--- src/rtl/tdm_pkg.sv ---
`default_nettype none
// ============================================================================
//  Module   : tdm_pkg
//  Brief    : Shared types and constants for the TDM serial-audio receiver.
//  Revision : 1.0 - initial release
// ============================================================================
package tdm_pkg;

   // Receiver sequencing states
   typedef enum logic [2:0] {
      IDLE  = 3'd0,
      DELAY = 3'd1,
      SHIFT = 3'd2,
      DONE  = 3'd3,
      WAIT  = 3'd4
   } tdm_state_t;

   // Framing modes selected by i_mode
   localparam logic MODE_I2S = 1'b0;
   localparam logic MODE_LJ  = 1'b1;

   // Default geometry
   localparam int DEF_DATA_RES = 24;
   localparam int DEF_SLOT_W   = 32;
   localparam int DEF_NUM_CH   = 2;

   // One received sample at the default resolution (slot MSB is the sign)
   typedef logic signed [DEF_DATA_RES-1:0] tdm_sample_t;

   // Width of a counter/index covering 0..n-1, never less than one bit
   function automatic int cnt_width(input int n);
      return (n > 1) ? $clog2(n) : 1;
   endfunction

endpackage
`default_nettype wire

--- src/rtl/tdm_rx_if.sv ---
`default_nettype none
// ============================================================================
//  Module   : tdm_rx_if
//  Brief    : Frame output bus of tdm_rx: parallel frame, valid/ready and
//             status pulses. master = receiver, slave = frame consumer.
//  Revision : 1.0 - initial release
// ============================================================================
interface tdm_rx_if
   import tdm_pkg::*;
#(
   parameter int NUM_CH   = DEF_NUM_CH,
   parameter int DATA_RES = DEF_DATA_RES
);
   logic [NUM_CH-1:0][DATA_RES-1:0] o_data;       // [0] = slot 0 (left)
   logic                            o_valid;
   logic                            i_ready;
   logic                            o_overrun;    // completed frame dropped
   logic                            o_frame_err;  // fsync fall at wrong bit count

   modport master (
      output o_data, o_valid, o_overrun, o_frame_err,
      input  i_ready
   );

   modport slave (
      input  o_data, o_valid, o_overrun, o_frame_err,
      output i_ready
   );
endinterface
`default_nettype wire

--- src/rtl/tdm_slot_counter.sv ---
`default_nettype none
// ============================================================================
//  Module   : tdm_slot_counter
//  Brief    : Bit-within-slot and slot-within-frame position counter with a
//             flag marking the last bit of the last slot.
//             i_clear rebases to bit 0 / slot 0; i_step advances one bit.
//             Both together leave the counter at bit 1 of slot 0.
//  Revision : 1.0 - initial release
// ============================================================================
module tdm_slot_counter
   import tdm_pkg::*;
#(
   parameter int SLOT_W  = DEF_SLOT_W,
   parameter int NUM_CH  = DEF_NUM_CH,
   parameter int BIT_W   = cnt_width(SLOT_W),
   parameter int SLOT_CW = cnt_width(NUM_CH)
) (
   input  logic               mclk,
   input  logic               reset_n,
   input  logic               i_clear,
   input  logic               i_step,
   output logic [BIT_W-1:0]   o_bit_cnt,
   output logic [SLOT_CW-1:0] o_slot_cnt,
   output logic               o_last_bit
);

   logic [BIT_W-1:0]   bit_q,  bit_d,  w_base_bit;
   logic [SLOT_CW-1:0] slot_q, slot_d, w_base_slot;

   // Next position: optional rebase to zero, then optional single-bit advance
   always_comb begin
      w_base_bit  = i_clear ? '0 : bit_q;
      w_base_slot = i_clear ? '0 : slot_q;
      bit_d       = w_base_bit;
      slot_d      = w_base_slot;
      if (i_step) begin
         if (w_base_bit == BIT_W'(SLOT_W - 1)) begin
            bit_d  = '0;
            slot_d = (w_base_slot == SLOT_CW'(NUM_CH - 1)) ? '0 : w_base_slot + 1'b1;
         end else begin
            bit_d  = w_base_bit + 1'b1;
         end
      end
   end

   // Position registers
   always_ff @(posedge mclk or negedge reset_n) begin
      if (!reset_n) begin
         bit_q  <= '0;
         slot_q <= '0;
      end else begin
         bit_q  <= bit_d;
         slot_q <= slot_d;
      end
   end

   assign o_bit_cnt  = bit_q;
   assign o_slot_cnt = slot_q;
   assign o_last_bit = (bit_q == BIT_W'(SLOT_W - 1)) && (slot_q == SLOT_CW'(NUM_CH - 1));

endmodule
`default_nettype wire

--- src/rtl/tdm_rx.sv ---
`default_nettype none
// ============================================================================
//  Module   : tdm_rx
//  Brief    : NUM_CH-slot TDM serial-audio receiver, I2S or left-justified
//             framing, with valid/ready frame output, overrun and framing-
//             error pulses. Sequencing advances only on i_sclk_rise strobes.
//  Revision : 1.0 - initial release
// ============================================================================
module tdm_rx
   import tdm_pkg::*;
#(
   parameter int DATA_RES = DEF_DATA_RES,
   parameter int SLOT_W   = DEF_SLOT_W,
   parameter int NUM_CH   = DEF_NUM_CH
) (
   input  logic      mclk,
   input  logic      reset_n,
   input  logic      i_sclk_rise,
   input  logic      i_fsync,
   input  logic      i_sdata,
   input  logic      i_mode,
   tdm_rx_if.master  rx
);

   localparam int BIT_W   = cnt_width(SLOT_W);
   localparam int SLOT_CW = cnt_width(NUM_CH);
   localparam int RES_W   = cnt_width(DATA_RES);

   typedef logic [NUM_CH-1:0][DATA_RES-1:0] frame_t;

   tdm_state_t state_q, state_d;
   logic       fs_prev_q, fs_prev_d;
   logic       mode_q, mode_d;
   logic       pend_q, pend_d;       // frame-start edge seen on the final bit
   frame_t     shreg_q, shreg_d;
   frame_t     data_q, data_d;
   logic       valid_q, valid_d;
   logic       ovr_q, ovr_d;
   logic       ferr_q, ferr_d;

   logic               w_edge;
   logic               w_start;
   logic               w_cap;
   logic               w_cap_first;
   logic               w_commit;
   logic               w_cnt_clear;
   logic               w_cnt_step;
   logic [BIT_W-1:0]   w_cap_bit;
   logic [SLOT_CW-1:0] w_cap_slot;
   logic [RES_W-1:0]   w_pos;
   logic [BIT_W-1:0]   w_bit_cnt;
   logic [SLOT_CW-1:0] w_slot_cnt;
   logic               w_last_bit;

   tdm_slot_counter #(
      .SLOT_W  (SLOT_W),
      .NUM_CH  (NUM_CH),
      .BIT_W   (BIT_W),
      .SLOT_CW (SLOT_CW)
   ) u_cnt (
      .mclk       (mclk),
      .reset_n    (reset_n),
      .i_clear    (w_cnt_clear),
      .i_step     (w_cnt_step),
      .o_bit_cnt  (w_bit_cnt),
      .o_slot_cnt (w_slot_cnt),
      .o_last_bit (w_last_bit)
   );

   // Frame-start is a falling fsync seen on a strobe
   assign w_edge = i_sclk_rise & fs_prev_q & ~i_fsync;

   // Next-state logic: sequencing, bit capture, commit and handshake
   always_comb begin
      state_d     = state_q;
      fs_prev_d   = i_sclk_rise ? i_fsync : fs_prev_q;
      mode_d      = mode_q;
      pend_d      = pend_q;
      shreg_d     = shreg_q;
      data_d      = data_q;
      valid_d     = valid_q;
      ovr_d       = 1'b0;
      ferr_d      = 1'b0;
      w_start     = 1'b0;
      w_cap       = 1'b0;
      w_cap_first = 1'b0;
      w_commit    = 1'b0;
      w_cnt_clear = 1'b0;
      w_cnt_step  = 1'b0;

      case (state_q)
         IDLE, WAIT: begin
            if (w_edge) w_start = 1'b1;
         end
         DELAY: begin
            if (w_edge) begin
               ferr_d  = 1'b1;
               w_start = 1'b1;
            end else if (i_sclk_rise) begin
               w_cap      = 1'b1;
               w_cnt_step = 1'b1;
               state_d    = SHIFT;
            end
         end
         SHIFT: begin
            if (i_sclk_rise) begin
               if (w_last_bit) begin
                  // The frame is complete; an edge here is the next frame's
                  // I2S start, remembered so no bit of it is lost.
                  w_cap      = 1'b1;
                  w_cnt_step = 1'b1;
                  state_d    = DONE;
                  if (w_edge) begin
                     pend_d = 1'b1;
                     mode_d = i_mode;
                  end
               end else if (w_edge) begin
                  ferr_d  = 1'b1;
                  w_start = 1'b1;
               end else begin
                  w_cap      = 1'b1;
                  w_cnt_step = 1'b1;
               end
            end
         end
         DONE: begin
            // Strobes are assumed at least two mclk apart, so none lands here.
            // A remembered left-justified start cannot be honoured (its first
            // bit was the old frame's last), so it falls back to waiting.
            w_commit = 1'b1;
            pend_d   = 1'b0;
            if (pend_q && (mode_q == MODE_I2S)) begin
               state_d     = DELAY;
               w_cnt_clear = 1'b1;
            end else begin
               state_d     = WAIT;
            end
         end
         default: state_d = IDLE;
      endcase

      // Frame start: latch mode; left-justified captures this bit as bit 0
      if (w_start) begin
         mode_d      = i_mode;
         w_cnt_clear = 1'b1;
         if (i_mode == MODE_LJ) begin
            state_d     = SHIFT;
            w_cap       = 1'b1;
            w_cap_first = 1'b1;
            w_cnt_step  = 1'b1;
         end else begin
            state_d     = DELAY;
         end
      end

      // Only the first DATA_RES bits of each slot are kept, MSB first
      w_cap_bit  = w_cap_first ? '0 : w_bit_cnt;
      w_cap_slot = w_cap_first ? '0 : w_slot_cnt;
      w_pos      = RES_W'(DATA_RES - 1 - int'(w_cap_bit));
      if (w_cap && (int'(w_cap_bit) < DATA_RES)) begin
         shreg_d[w_cap_slot][w_pos] = i_sdata;
      end

      // Output buffer: load when free or being drained, else drop and flag
      if (w_commit) begin
         if (!valid_q || rx.i_ready) begin
            data_d  = shreg_q;
            valid_d = 1'b1;
         end else begin
            ovr_d   = 1'b1;
         end
      end else if (valid_q && rx.i_ready) begin
         valid_d = 1'b0;
      end
   end

   // State and output registers
   always_ff @(posedge mclk or negedge reset_n) begin
      if (!reset_n) begin
         state_q   <= IDLE;
         fs_prev_q <= 1'b0;
         mode_q    <= MODE_I2S;
         pend_q    <= 1'b0;
         shreg_q   <= '0;
         data_q    <= '0;
         valid_q   <= 1'b0;
         ovr_q     <= 1'b0;
         ferr_q    <= 1'b0;
      end else begin
         state_q   <= state_d;
         fs_prev_q <= fs_prev_d;
         mode_q    <= mode_d;
         pend_q    <= pend_d;
         shreg_q   <= shreg_d;
         data_q    <= data_d;
         valid_q   <= valid_d;
         ovr_q     <= ovr_d;
         ferr_q    <= ferr_d;
      end
   end

   assign rx.o_data      = data_q;
   assign rx.o_valid     = valid_q;
   assign rx.o_overrun   = ovr_q;
   assign rx.o_frame_err = ferr_q;

endmodule
`default_nettype wire

--- src/flat_wrapper.sv ---
// flat-port wrapper written by rule: the top's interface ports become plain ports
module tdm_rx_flat import tdm_pkg::*;
#(
   parameter int DATA_RES = DEF_DATA_RES,
   parameter int SLOT_W   = DEF_SLOT_W,
   parameter int NUM_CH   = DEF_NUM_CH
)
  (mclk, reset_n, i_sclk_rise, i_fsync, i_sdata, i_mode, rx_o_data, rx_o_valid, rx_o_overrun, rx_o_frame_err, rx_i_ready);
  tdm_rx_if #(.NUM_CH(NUM_CH), .DATA_RES(DATA_RES)) rx_i ();
  input  logic mclk;
  input  logic reset_n;
  input  logic i_sclk_rise;
  input  logic i_fsync;
  input  logic i_sdata;
  input  logic i_mode;
  output wire logic [$bits(rx_i.o_data)-1:0] rx_o_data;
  output wire logic [$bits(rx_i.o_valid)-1:0] rx_o_valid;
  output wire logic [$bits(rx_i.o_overrun)-1:0] rx_o_overrun;
  output wire logic [$bits(rx_i.o_frame_err)-1:0] rx_o_frame_err;
  input wire logic [$bits(rx_i.i_ready)-1:0] rx_i_ready;
  assign rx_o_data = rx_i.o_data;
  assign rx_o_valid = rx_i.o_valid;
  assign rx_o_overrun = rx_i.o_overrun;
  assign rx_o_frame_err = rx_i.o_frame_err;
  assign rx_i.i_ready = rx_i_ready;
  tdm_rx #(.DATA_RES(DATA_RES), .SLOT_W(SLOT_W), .NUM_CH(NUM_CH)) u_core (.mclk(mclk), .reset_n(reset_n), .i_sclk_rise(i_sclk_rise), .i_fsync(i_fsync), .i_sdata(i_sdata), .i_mode(i_mode), .rx(rx_i));
endmodule
--- config.mk ---
export PLATFORM = sky130hd
export DESIGN_NAME = tdm_rx_flat
export DESIGN_NICKNAME = d
export VERILOG_FILES = /design/src/rtl/tdm_pkg.sv /design/src/rtl/tdm_rx_if.sv /design/src/rtl/tdm_slot_counter.sv /design/src/rtl/tdm_rx.sv /design/src/flat_wrapper.sv
export SDC_FILE = /design/constraint.sdc
export NUM_CORES = 1
export LEC_CHECK = 0
export ABC_AREA = 1
export BUFFER_PORTS_ARGS = -buffer_cell sky130_fd_sc_hd__buf_4
export CAP_MARGIN = 30
export CELL_PAD_IN_SITES_DETAIL_PLACEMENT = 1
export CELL_PAD_IN_SITES_GLOBAL_PLACEMENT = 1
export CORE_MARGIN = 3
export CORE_UTILIZATION = 40
export CTS_CLUSTER_SIZE = 8
export DETAILED_ROUTE_END_ITERATION = 8
export GPL_TIMING_DRIVEN = 0
export HOLD_SLACK_MARGIN = 0.05
export PLACE_DENSITY = 0.82
export SLEW_MARGIN = 0
export SYNTH_ARGS = -nofsm -noshare
export SYNTH_HDL_FRONTEND = slang
export SYNTH_HIERARCHICAL = 1
export SYNTH_SLANG_ARGS = --single-unit
--- constraint.sdc ---
create_clock -name mclk -period 2 [get_ports mclk]
set_input_delay 0.4 -clock mclk [delete_from_list [all_inputs] [get_ports mclk]]
set_output_delay 0.4 -clock mclk [all_outputs]
set_load 0.02 [all_outputs]
# --- Word level (Yosys, flattened, before mapping) ---
# Cells that the tools add are included.
word_totals:
  reg_bits: 111
  output_inout_bits: 51
  word_cells: 117
op_classes:
  addsub: 3
  magnitude_cmp: 5
  eq_ne: 15
  n_mux: 55
  n_bitwise: 4
  n_reduce_logical: 22
op_table:
  columns: ["cell", "n"]
  rows:
  - ["bitwise mux 48 bit", 1]
  - ["2-to-1 mux 1 bit", 35]
  - ["demux 24 bit (select 1 bit)", 1]
  - ["2-to-1 mux 24 bit", 1]
  - ["2-to-1 mux 5 bit", 4]
  - ["2-to-1 mux 3 bit", 6]
  - ["case mux 3 bit (4 select lines)", 1]
  - ["nonzero test 2 bit", 6]
  - ["== test 5 bit (second input constant)", 2]
  - ["!= test 3 x 2 -> 1 bit (second input constant)", 3]
  - ["case mux 1 bit (2 select lines)", 4]
  - ["AND reduction 4 bit", 2]
  - ["== test 3 x 2 -> 1 bit (second input constant)", 2]
  - ["logical AND 1 bit", 6]
  - ["< comparator 5 x 6 -> 1 bit (second input constant)", 1]
  - ["!= test 2 bit (second input constant)", 3]
  - ["adder 5 x 1 -> 5 bit (second input constant)", 1]
  - ["demux 1 bit (select 5 bit)", 1]
  - ["greater-or-equal comparator 5 x 1 -> 1 bit (second input constant)", 1]
  - ["< comparator 5 bit (second input constant)", 1]
  - ["AND reduction 5 bit", 1]
  - ["subtractor 5 bit (first input constant)", 1]
  - ["!= test 2 x 1 -> 1 bit (second input constant)", 2]
  - ["AND reduction 2 bit", 2]
  - ["14 further kinds", 16]

# --- Logic depth before layout (Yosys ltp) ---
# Gate-level depths: netlist of run 1.
depth:
  depth_word: 16
  ltp_mapped: 17

# --- Modules after synthesis ---
# Netlist of run 1, hierarchy kept.
modules_own_cells:
  columns: ["mod", "instances", "cells_per_inst", "area_each_um2"]
  rows:
  - ["tdm_rx", 1, 491, 4722.0]
  - ["tdm_slot_counter", 1, 45, 344.1]

# --- Worst setup path before layout of run 1 ---
# Ideal clock, no wire load.
synth_timing:
  path_type: "register to register"
  startpoint: "reg u_core.u_cnt.bit_q[3], in the netlist u_core/u_cnt/o_bit_cnt[3]"
  endpoint: "reg u_core.u_cnt.slot_q, in the netlist u_core/u_cnt/o_slot_cnt"
  arrival_ps: 2127
  required_ps: 1877
  setup_slack_ps: -250
  path_stages_with_launch: 17
  path_buffers: 0
  synth_period_minus_slack_ps: 2250
  path_cell_list: "dfrtp_1 nand4_1 nor2_1 inv_1 nand3_1 nand2_1 nand2_1 nand2_1 inv_2 nand2_1 inv_1 ha_1 inv_1 nor3_1 ha_1 nand2_1 xor2_1"
synth_via:
  elab_chain_cells: 11
  elab_cells_between_ends: 18
  cone_classes: "add/sub (1); eq/ne (2); mux (14); reduce/logical (1)"
synth_lines:
  columns: ["element", "line_no", "rtl"]
  rows:
  - ["start: declaration", "tdm_slot_counter.sv:27", "logic [BIT_W-1:0] bit_q, bit_d, w_base_bit;"]
  - ["start signal: assignment", "tdm_slot_counter.sv:52", "bit_q <= bit_d;"]
  - ["== test 5 bit *", "tdm_slot_counter.sv:59", "assign o_last_bit = (bit_q == BIT_W'(SLOT_W - 1)) && (slot_q == SLOT_CW'(NUM_CH - 1));"]
  - ["logical AND 1 bit *", "tdm_slot_counter.sv:59", null]
  - ["named net u_core.w_last_bit", "tdm_rx.sv:53", "logic w_last_bit;"]
  - ["2-to-1 mux 1 bit *", "tdm_rx.sv:107", "if (w_last_bit) begin"]
  - ["2-to-1 mux 1 bit *", "tdm_rx.sv:106", "if (i_sclk_rise) begin"]
  - ["case mux 1 bit (2 select lines) *", "tdm_rx.sv:91", "case (state_q)"]
  - ["2-to-1 mux 1 bit *", "tdm_rx.sv:143", "if (w_start) begin"]
  - ["named net u_core.w_cnt_clear", "tdm_rx.sv:46", "logic w_cnt_clear;"]
  - ["2-to-1 mux 1 bit", "tdm_slot_counter.sv:33", "w_base_slot = i_clear ? '0 : slot_q;"]
  - ["adder 1 bit", "tdm_slot_counter.sv:39", "slot_d = (w_base_slot == SLOT_CW'(NUM_CH - 1)) ? '0 : w_base_slot + 1'b1;"]
  - ["2-to-1 mux 1 bit", "tdm_slot_counter.sv:39", null]
  - ["2-to-1 mux 1 bit", "tdm_slot_counter.sv:37", "if (w_base_bit == BIT_W'(SLOT_W - 1)) begin"]
  - ["2-to-1 mux 1 bit *", "tdm_slot_counter.sv:36", "if (i_step) begin"]
  - ["named net u_core.u_cnt.slot_d", "tdm_slot_counter.sv:28", "logic [SLOT_CW-1:0] slot_q, slot_d, w_base_slot;"]
  - ["end signal: assignment", "tdm_slot_counter.sv:53", "slot_q <= slot_d;"]
  - ["end: declaration", "tdm_slot_counter.sv:28", null]
# The timed path passes the listed nets; every way through them passes the cells marked *.
# A chain may end at the register's enable or synchronous reset.

# --- Worst setup path after layout of run 1 ---
layout_timing:
  startpoint: "reg u_core.u_cnt.slot_q, in the netlist u_core/u_cnt/o_slot_cnt"
  endpoint: "reg u_core/shreg_q[17] in the netlist's numbering"
layout_via:
  elab_chain_cells: 14
  elab_cells_between_ends: 26
  cone_classes: "add/sub (1); order compare (5); mux (16); reduce/logical (4)"
layout_lines:
  columns: ["element", "line_no", "rtl"]
  rows:
  - ["logical AND 1 bit *", "tdm_slot_counter.sv:59", null]
  - ["named net u_core.w_last_bit", "tdm_rx.sv:53", null]
  - ["2-to-1 mux 1 bit", "tdm_rx.sv:107", null]
  - ["2-to-1 mux 1 bit", "tdm_rx.sv:106", null]
  - ["case mux 1 bit (2 select lines)", "tdm_rx.sv:91", null]
  - ["2-to-1 mux 1 bit", "tdm_rx.sv:143", null]
  - ["2-to-1 mux 5 bit", "tdm_rx.sv:157", "w_cap_bit = w_cap_first ? '0 : w_bit_cnt;"]
  - ["subtractor 5 bit", "tdm_rx.sv:159", "w_pos = RES_W'(DATA_RES - 1 - int'(w_cap_bit));"]
  - ["< comparator 5 x 6 -> 1 bit (not written as such) / greater-or-equal comparator 5 x 1 -> 1 bit (equally long branches)", "tdm_rx.sv:161", "shreg_d[w_cap_slot][w_pos] = i_sdata;"]
  - ["logical AND 1 bit (not written as such)", "tdm_rx.sv:161", null]
  - ["2-to-1 mux 1 bit (not written as such)", "tdm_rx.sv:161", null]
  - ["demux 1 bit (select 5 bit)", null, null]
  - ["2-to-1 mux 24 bit (not written as such)", "tdm_rx.sv:161", null]
  - ["demux 24 bit (select 1 bit)", null, null]
  - ["bitwise mux 48 bit", "tdm_rx.sv:161", null]
  - ["end signal: assignment", "tdm_rx.sv:194", "shreg_q <= shreg_d;"]
  - ["end: declaration", "tdm_rx.sv:35", "frame_t shreg_q, shreg_d;"]
# Marked as above.

==> summary.md, run 1 <==
| Metric | Value |
|---|---|
| Status | `complete, but fails checks` |
| Failing checks | `negative setup slack` |
| Gr ovfl total | `0` |
| Setup ws final | `-0.364 ns` |
| CTS buffer count | `9` |
| Crit path max fanout | `10` |
| Tcrit/Tclk final | `118%` |
| Worst vdd ir | `0.000504 V` |
| Clock tree sinks | `111` |
| Ports | `58` |
| Drt via density | `5.84` |
| Power density over cell area | `1190 mW/mm^2` |
| Maxcap violations | `0` |
| Worst slew margin relative to its limit | `50.7%` |
| WP data required | `2.24 ns` |
| Initial antenna violation count | `0` |
| Worst-skew pair later-pin latency | `0.36 ns` |
| Vias | `4812` |
| CP Capture Type | `register` |
| Placed instance count | `761` |
| Post-DR wirelength/cell | `23.0 um` |
| Commonest cells after routing, fill and taps aside | `nand2_1 (126), dfrtp_1 (106), buf_4 (93)` |
| Synth Register Bits | `111` |
| Core Rows | `40` |
| H-tree levels | `3` |
| GRT Total Usage | `22.9%` |
| Synth cell types | `32` |
| Worst path arrival time | `2.60 ns` |
| Synthesized cell area | `0.00507 mm^2` |
| Ys async rst share | `100%` |
| Fin. max-slew vios | `0` |
| Final min period | `2.36 ns` |
| Routability Congestion | `0.857` |
| Root buf cell | `clkbuf_16` |
| Design area | `0.00694 mm^2` |
| Syn avg cell area | `9.45 um^2` |
| Syn_nets | `545` |
| IO buf count | `56` |
| Vias in the first global route | `5026` |
| Drt pass-1 iters | `5` |
| Endpoints failing setup | `52` |
| NumNets Final | `661` |
| Final wirelength | `19.0 mm` |
| Worst Clk Skew | `0.00898 ns` |
| Ant. Diodes | `0` |
| Hold slack | `0.104 ns` |
| Primary FF master, synth | `dfrtp_1` |
| Largest net degree at the start of global routing | `60` |
| Fin util | `56.8%` |
| # DRC | `0` |
| Worst hold path type | `input pin to async pin` |
| Post-synth EDFFs | `0` |
| Slew @ Worst Pin | `0.739 ns` |
| Synth Warn # | `6` |
| Crit Path Class | `register to register` |
| DRT iter0 DRCs | `392` |
| Post-route ant nets | `0` |
| Max Clk Rate | `0.423 GHz` |
| DIE AREA | `0.0141 mm^2` |
| Most common cell after layout, fill and taps aside | `nand2_1` |
| CTS Hold Bufs | `0` |
| RSZ-0062 raised after global routing | `true` |
| Core area | `0.0122 mm^2` |
| CTS tree | `built` |
| Area growth syn-to-layout | `36.9%` |
| Worst-path clk slew | `0.07 ns` |
| Share of cells above drive strength 1 | `39.5%` |
| First-pass GRT wire length | `25.8 mm` |
| Critical path launch point type | `register` |
| Leakage Power | `3.42 nW` |
| Die height | `119 um` |
| Fin cells | `824` |
| Clock Tree Buf Depth | `2` |
| Placement Cell Area | `0.00579 mm^2` |
| Post-Synthesis Cells | `536` |
| Post-synthesis sequential area ratio | `54.8%` |
| Die width | `119 um` |
| Final Hold Vio Count | `0` |
| Initial Util | `41.5%` |
| HPWL Detailed | `9.96 mm` |
final timing paths:
kind	startpoint	to	slack [ns]	depth (start not counted)
max in group asynchronous	reset_n	u_core/rx.o_data[11]	1.15	2
setup / recovery	u_core/u_cnt/o_slot_cnt	u_core/shreg_q[17]	-0.36	13
hold / removal	reset_n	u_core/rx.o_data[24]	0.10	1
hold reg to reg	u_core/shreg_q[5]	u_core/shreg_q[5]	0.48	2
min in group mclk	i_fsync	u_core/fs_prev_q	0.29	3
setup reg to reg	u_core/u_cnt/o_slot_cnt	u_core/shreg_q[17]	-0.36	13
report_power, final:
group	total (mW)	internal [mW]	leakage (nW)	switching, mW
registers	2.82	2.58	1.49	0.233
logic	3.75	1.46	1.81	2.29
clock network	1.68	0.842	0.123	0.842
total	8.25	4.88	3.42	3.36
final cells by class:
type,count,area (um^2)
flip-flops and latches,111,2780
inverters,36,158
plain buffers,26,215
well taps,168,210
clock buffers,12,236
fillers,1369,5280
clock inverters,3,21.3
multi-input cells,364,2380
repair buffers,104,932
registers in the layout, indices dropped and copies added, names as in the netlist:
register,count
u_core/state_q,3
u_core/u_cnt/o_slot_cnt,1
u_core/u_cnt/o_bit_cnt,5
u_core/fs_prev_q,1
u_core/rx.o_frame_err,1
u_core/mode_q,1
u_core/rx.o_data,48
u_core/shreg_q,48
u_core/rx.o_valid,1
u_core/pend_q,1
u_core/rx.o_overrun,1
worst max-delay path: stages, from the launching register on:
cell and delay (ns):
dfrtp_1 0.38, nand4_1 0.18, nor2_2 0.22, inv_2 0.08, nand3_4 0.09, nand2_4 0.09, nand3_2 0.14, buf_6 0.16
nand4_1 0.11, buf_4 0.20, nor2_2 0.22, nand3_1 0.20, nand2_1 0.10, nand2_1 0.06
layer usage:
layer	GRT usage [%]	vias up	wire length [um]
li1	-	2031	-
met1	27.0	2398	7180
met2	39.7	275	9320
met3	4.21	108	1240
met4	12.1	0	1210
met5	0	-	0
synthesized netlist by cell type (4+ instances only):
cell type  count  share of area, %
nand2_1      139                10
dfrtp_1      111                55
nand3_1       59               5.8
mux2_2        41               9.1
nand4_1       41               5.1
nor2_1        40               3.0
inv_1         30               2.2
o21ai_0       13               1.3
buf_2         10              0.99
clkbuf_1       9              0.67
inv_2          6              0.44
o21bai_1       5              0.74
buf_6          4              0.89
cell families after synthesis:
logic type,after synthesis,share of synthesized area [%]
compound gates,28,3.26
fa+ha+maj,2,0.494
simple gates,290,26.4
flops,111,54.8
xor+xnor,2,0.346
mux,41,9.11
buf+inv,62,5.58
stage by stage:
step	setup slack, ns	setup TNS (ns)	power [mW]
floorplan	0.00542	0	4.37
finish	-0.364	-12.35	8.25
global route	-0.364	-13.65	8.58
global placement	-0.293	-9.18	5.04
detailed placement	-0.428	-14.88	5.19
CTS	-0.0132	-0.0163	7.18
repair_timing:
item,CTS,global route
cloned,1,5
setup buffers,21,21
setup endpoints to repair,85,88
resized for setup,48,64
pin swaps,9,44
(Power assumes the default switching activity.)
==> run 2: changes to the inputs <==
--- a/config.mk
+++ b/config.mk
@@ -17,6 +17,7 @@
 export GPL_TIMING_DRIVEN = 0
 export HOLD_SLACK_MARGIN = 0.05
 export PLACE_DENSITY = 0.82
+export SKIP_CTS_REPAIR_TIMING = 1
 export SLEW_MARGIN = 0
 export SYNTH_ARGS = -nofsm -noshare
 export SYNTH_HDL_FRONTEND = slang
==> summary.md, run 2 (synthesis gave the netlist of run 1 again) <==
| Metric | Value |
|---|---|
| Fin. max-slew vios | `0 (unchanged)` |
| Ant. Diodes | `0 (unchanged)` |
| Failing checks | `negative setup slack` |
| DRT iter0 DRCs | `385 (-1.8%)` |
| NumNets Final | `659 (-0.30%)` |
| Worst R2R End | `u_core/shreg_q[21]` |
| CTS tree | `built` |
| Vias in the first global route | `4551 (-9.5%)` |
| Die height | `119 um (unchanged)` |
| Placement Cell Area | `0.00579 mm^2 (unchanged)` |
| CP Capture Type | `register` |
| H-tree levels | `3 (unchanged)` |
| Worst setup path start | `u_core/u_cnt/o_bit_cnt[3]` |
| HPWL Detailed | `9.96 mm (unchanged)` |
| Status | `complete, but fails checks` |
| Worst Clk Skew | `0.0114 ns (+0.00245 ns)` |
| Max Clk Rate | `0.424 GHz (+0.36%)` |
| Worst slew margin relative to its limit | `50.6% (-0.14 points)` |
| CP endpoint | `u_core/shreg_q[21]` |
| Commonest cells after routing, fill and taps aside | `nand2_1 (124), dfrtp_1 (106), buf_4 (89)` |
| Worst path cell trace | `nand4_1 > nor2_2 > inv_1 > nand3_2 > nand2_4 > nand3_4 > buf_2 > nand2_1 > nor2_1 > nand3_1 > o21bai_1 > nand2_1` |
| Initial Util | `41.5% (unchanged)` |
| Final wirelength | `19.0 mm (+0.21%)` |
| Setup ws final | `-0.356 ns (+0.00849 ns)` |
| Slowest stage delay, CP | `0.43 ns (+0.05 ns)` |
| Drt via density | `5.79 (-0.90%)` |
| Final Hold Vio Count | `0 (unchanged)` |
| Crit Path Class | `register to register` |
| Place WS | `-0.428 ns (unchanged)` |
| RSZ-0062 raised after global routing | `true` |
| Final min period | `2.36 ns (-0.00849 ns)` |
| R2R cell count | `12 (-1)` |
| Slew @ Worst Pin | `0.741 ns (+0.00215 ns)` |
| Worst-path clk slew | `0.08 ns (about the same)` |
| Critical path launch point type | `register` |
| Gr ovfl total | `0 (unchanged)` |
| Core area | `0.0122 mm^2 (unchanged)` |
| Largest net degree at the start of global routing | `60 (unchanged)` |
| GRT Total Usage | `20.5% (-2.4 points)` |
| Maxcap violations | `0 (unchanged)` |
| Area growth syn-to-layout | `37.0%` |
| Most common cell after layout, fill and taps aside | `nand2_1` |
| Share of cells above drive strength 1 | `40.1% (+0.58 points)` |
| Slowest CP cell | `dfrtp_2` |
| Placed instance count | `761 (unchanged)` |
| WP data required | `2.23 ns (about the same)` |
| DIE AREA | `0.0141 mm^2 (unchanged)` |
| Initial antenna violation count | `0 (unchanged)` |
| Power density over cell area | `1190 mW/mm^2 (-0.12%)` |
| Hold slack | `0.108 ns (+0.00425 ns)` |
| Fin util | `56.9% (+0.061 points)` |
| Drt pass-1 iters | `5 (unchanged)` |
| Worst path arrival time | `2.59 ns (about the same)` |
| Clock tree sinks | `111 (unchanged)` |
| Design area | `0.00694 mm^2 (+0.11%)` |
| Core Rows | `40 (unchanged)` |
| Die width | `119 um (unchanged)` |
| TNS Setup | `-9.24 ns (+3.11 ns)` |
| Worst-skew pair later-pin latency | `0.36 ns (about the same)` |
| Leakage Power | `3.40 nW (-0.40%)` |
| Vias | `4757 (-1.1%)` |
| Ports | `58 (unchanged)` |
| Launching point of the worst reg2reg path | `u_core/u_cnt/o_bit_cnt[3]` |
| CTS buffer count | `9 (unchanged)` |
| Worst hold path type | `input pin to async pin` |
| R2R Setup Slk | `-0.36 ns (about the same)` |
| Pwr Total | `8.25 mW (about the same)` |
| Endpoints failing setup | `52 (unchanged)` |
| Post-route ant nets | `0 (unchanged)` |
| Post-DR wirelength/cell | `23.1 um (+0.45%)` |
| IO buf count | `56 (unchanged)` |
| Worst vdd ir | `0.000540 V (+7.3%)` |
| Root buf cell | `clkbuf_16` |
| First-pass GRT wire length | `23.1 mm (-10%)` |
| # DRC | `0 (unchanged)` |
| Routability Congestion | `0.857 (unchanged)` |
| Tcrit/Tclk final | `118% (-0.42 points)` |
| Critical path's most frequent cell | `nand2_1` |
| Fin cells | `822 (-0.24%)` |
| Clock Tree Buf Depth | `2 (unchanged)` |
| Crit path max fanout | `6 (-4)` |
run 2: cell types whose count changed in the layout (fill, tap and decap cells not counted), moves of 3 or more:
| cell | previous run | this run |
|---|---|---|
| buf_4 | 93 | 89 |
| buf_12 | 6 | 3 |
| nand3_2 | 8 | 14 |
| nand3_1 | 49 | 44 |
| inv_1 | 23 | 26 |
run 2: power by group:
group,switching (mW),internal (mW),leakage (nW)
logic,2.29,1.46,1.79
clock network,0.838,0.842,0.123
registers,0.241,2.57,1.49
total,3.37,4.88,3.40
run 2: worst max-delay path, delay by kind of cell (launching register included):
family,cells,cell delay [ns]
and+or+nand+nor,9,1.26
buffers and inverters,2,0.29
DFF,1,0.43
AOI/OAI and AO/OA,1,0.24
run 2: layer usage:
| layer | global-route usage, % | share of wire, % | up-vias |
|---|---|---|---|
| li1 | - | - | 2033 |
| met1 | 24.4 | 40 | 2447 |
| met2 | 36.1 | 51 | 224 |
| met3 | 2.68 | 4.9 | 53 |
| met4 | 10.5 | 3.7 | 0 |
| met5 | 0 | 0 | - |
run 2: worst min-delay path by stage:
| stage | endpoint | cells after the start | from | slack (ns) |
|---|---|---|---|---|
| 2_1_floorplan | u_core/fs_prev_q | 0 | reset_n | 0.10 |
| 3_3_place_gp | u_core/shreg_q[5] | 2 | u_core/shreg_q[5] | 0.46 |
| 3_5_place_dp | u_core/shreg_q[36] | 2 | u_core/shreg_q[36] | 0.46 |
| 4_1_cts | u_core/rx.o_data[7] | 1 | reset_n | 0.13 |
| 5_1_grt | u_core/rx.o_data[45] | 1 | reset_n | 0.16 |
| 6_report | u_core/rx.o_data[44] | 1 | reset_n | 0.11 |
run 2: cell type report:
type	count	area, um^2
repair buffers	102	911
plain buffers	26	214
well taps	168	210
clock inverters	3	21.3
fillers	1365	5270
clock buffers	12	236
inverters	36	158
flip-flops and latches	111	2780
multi-input cells	364	2410
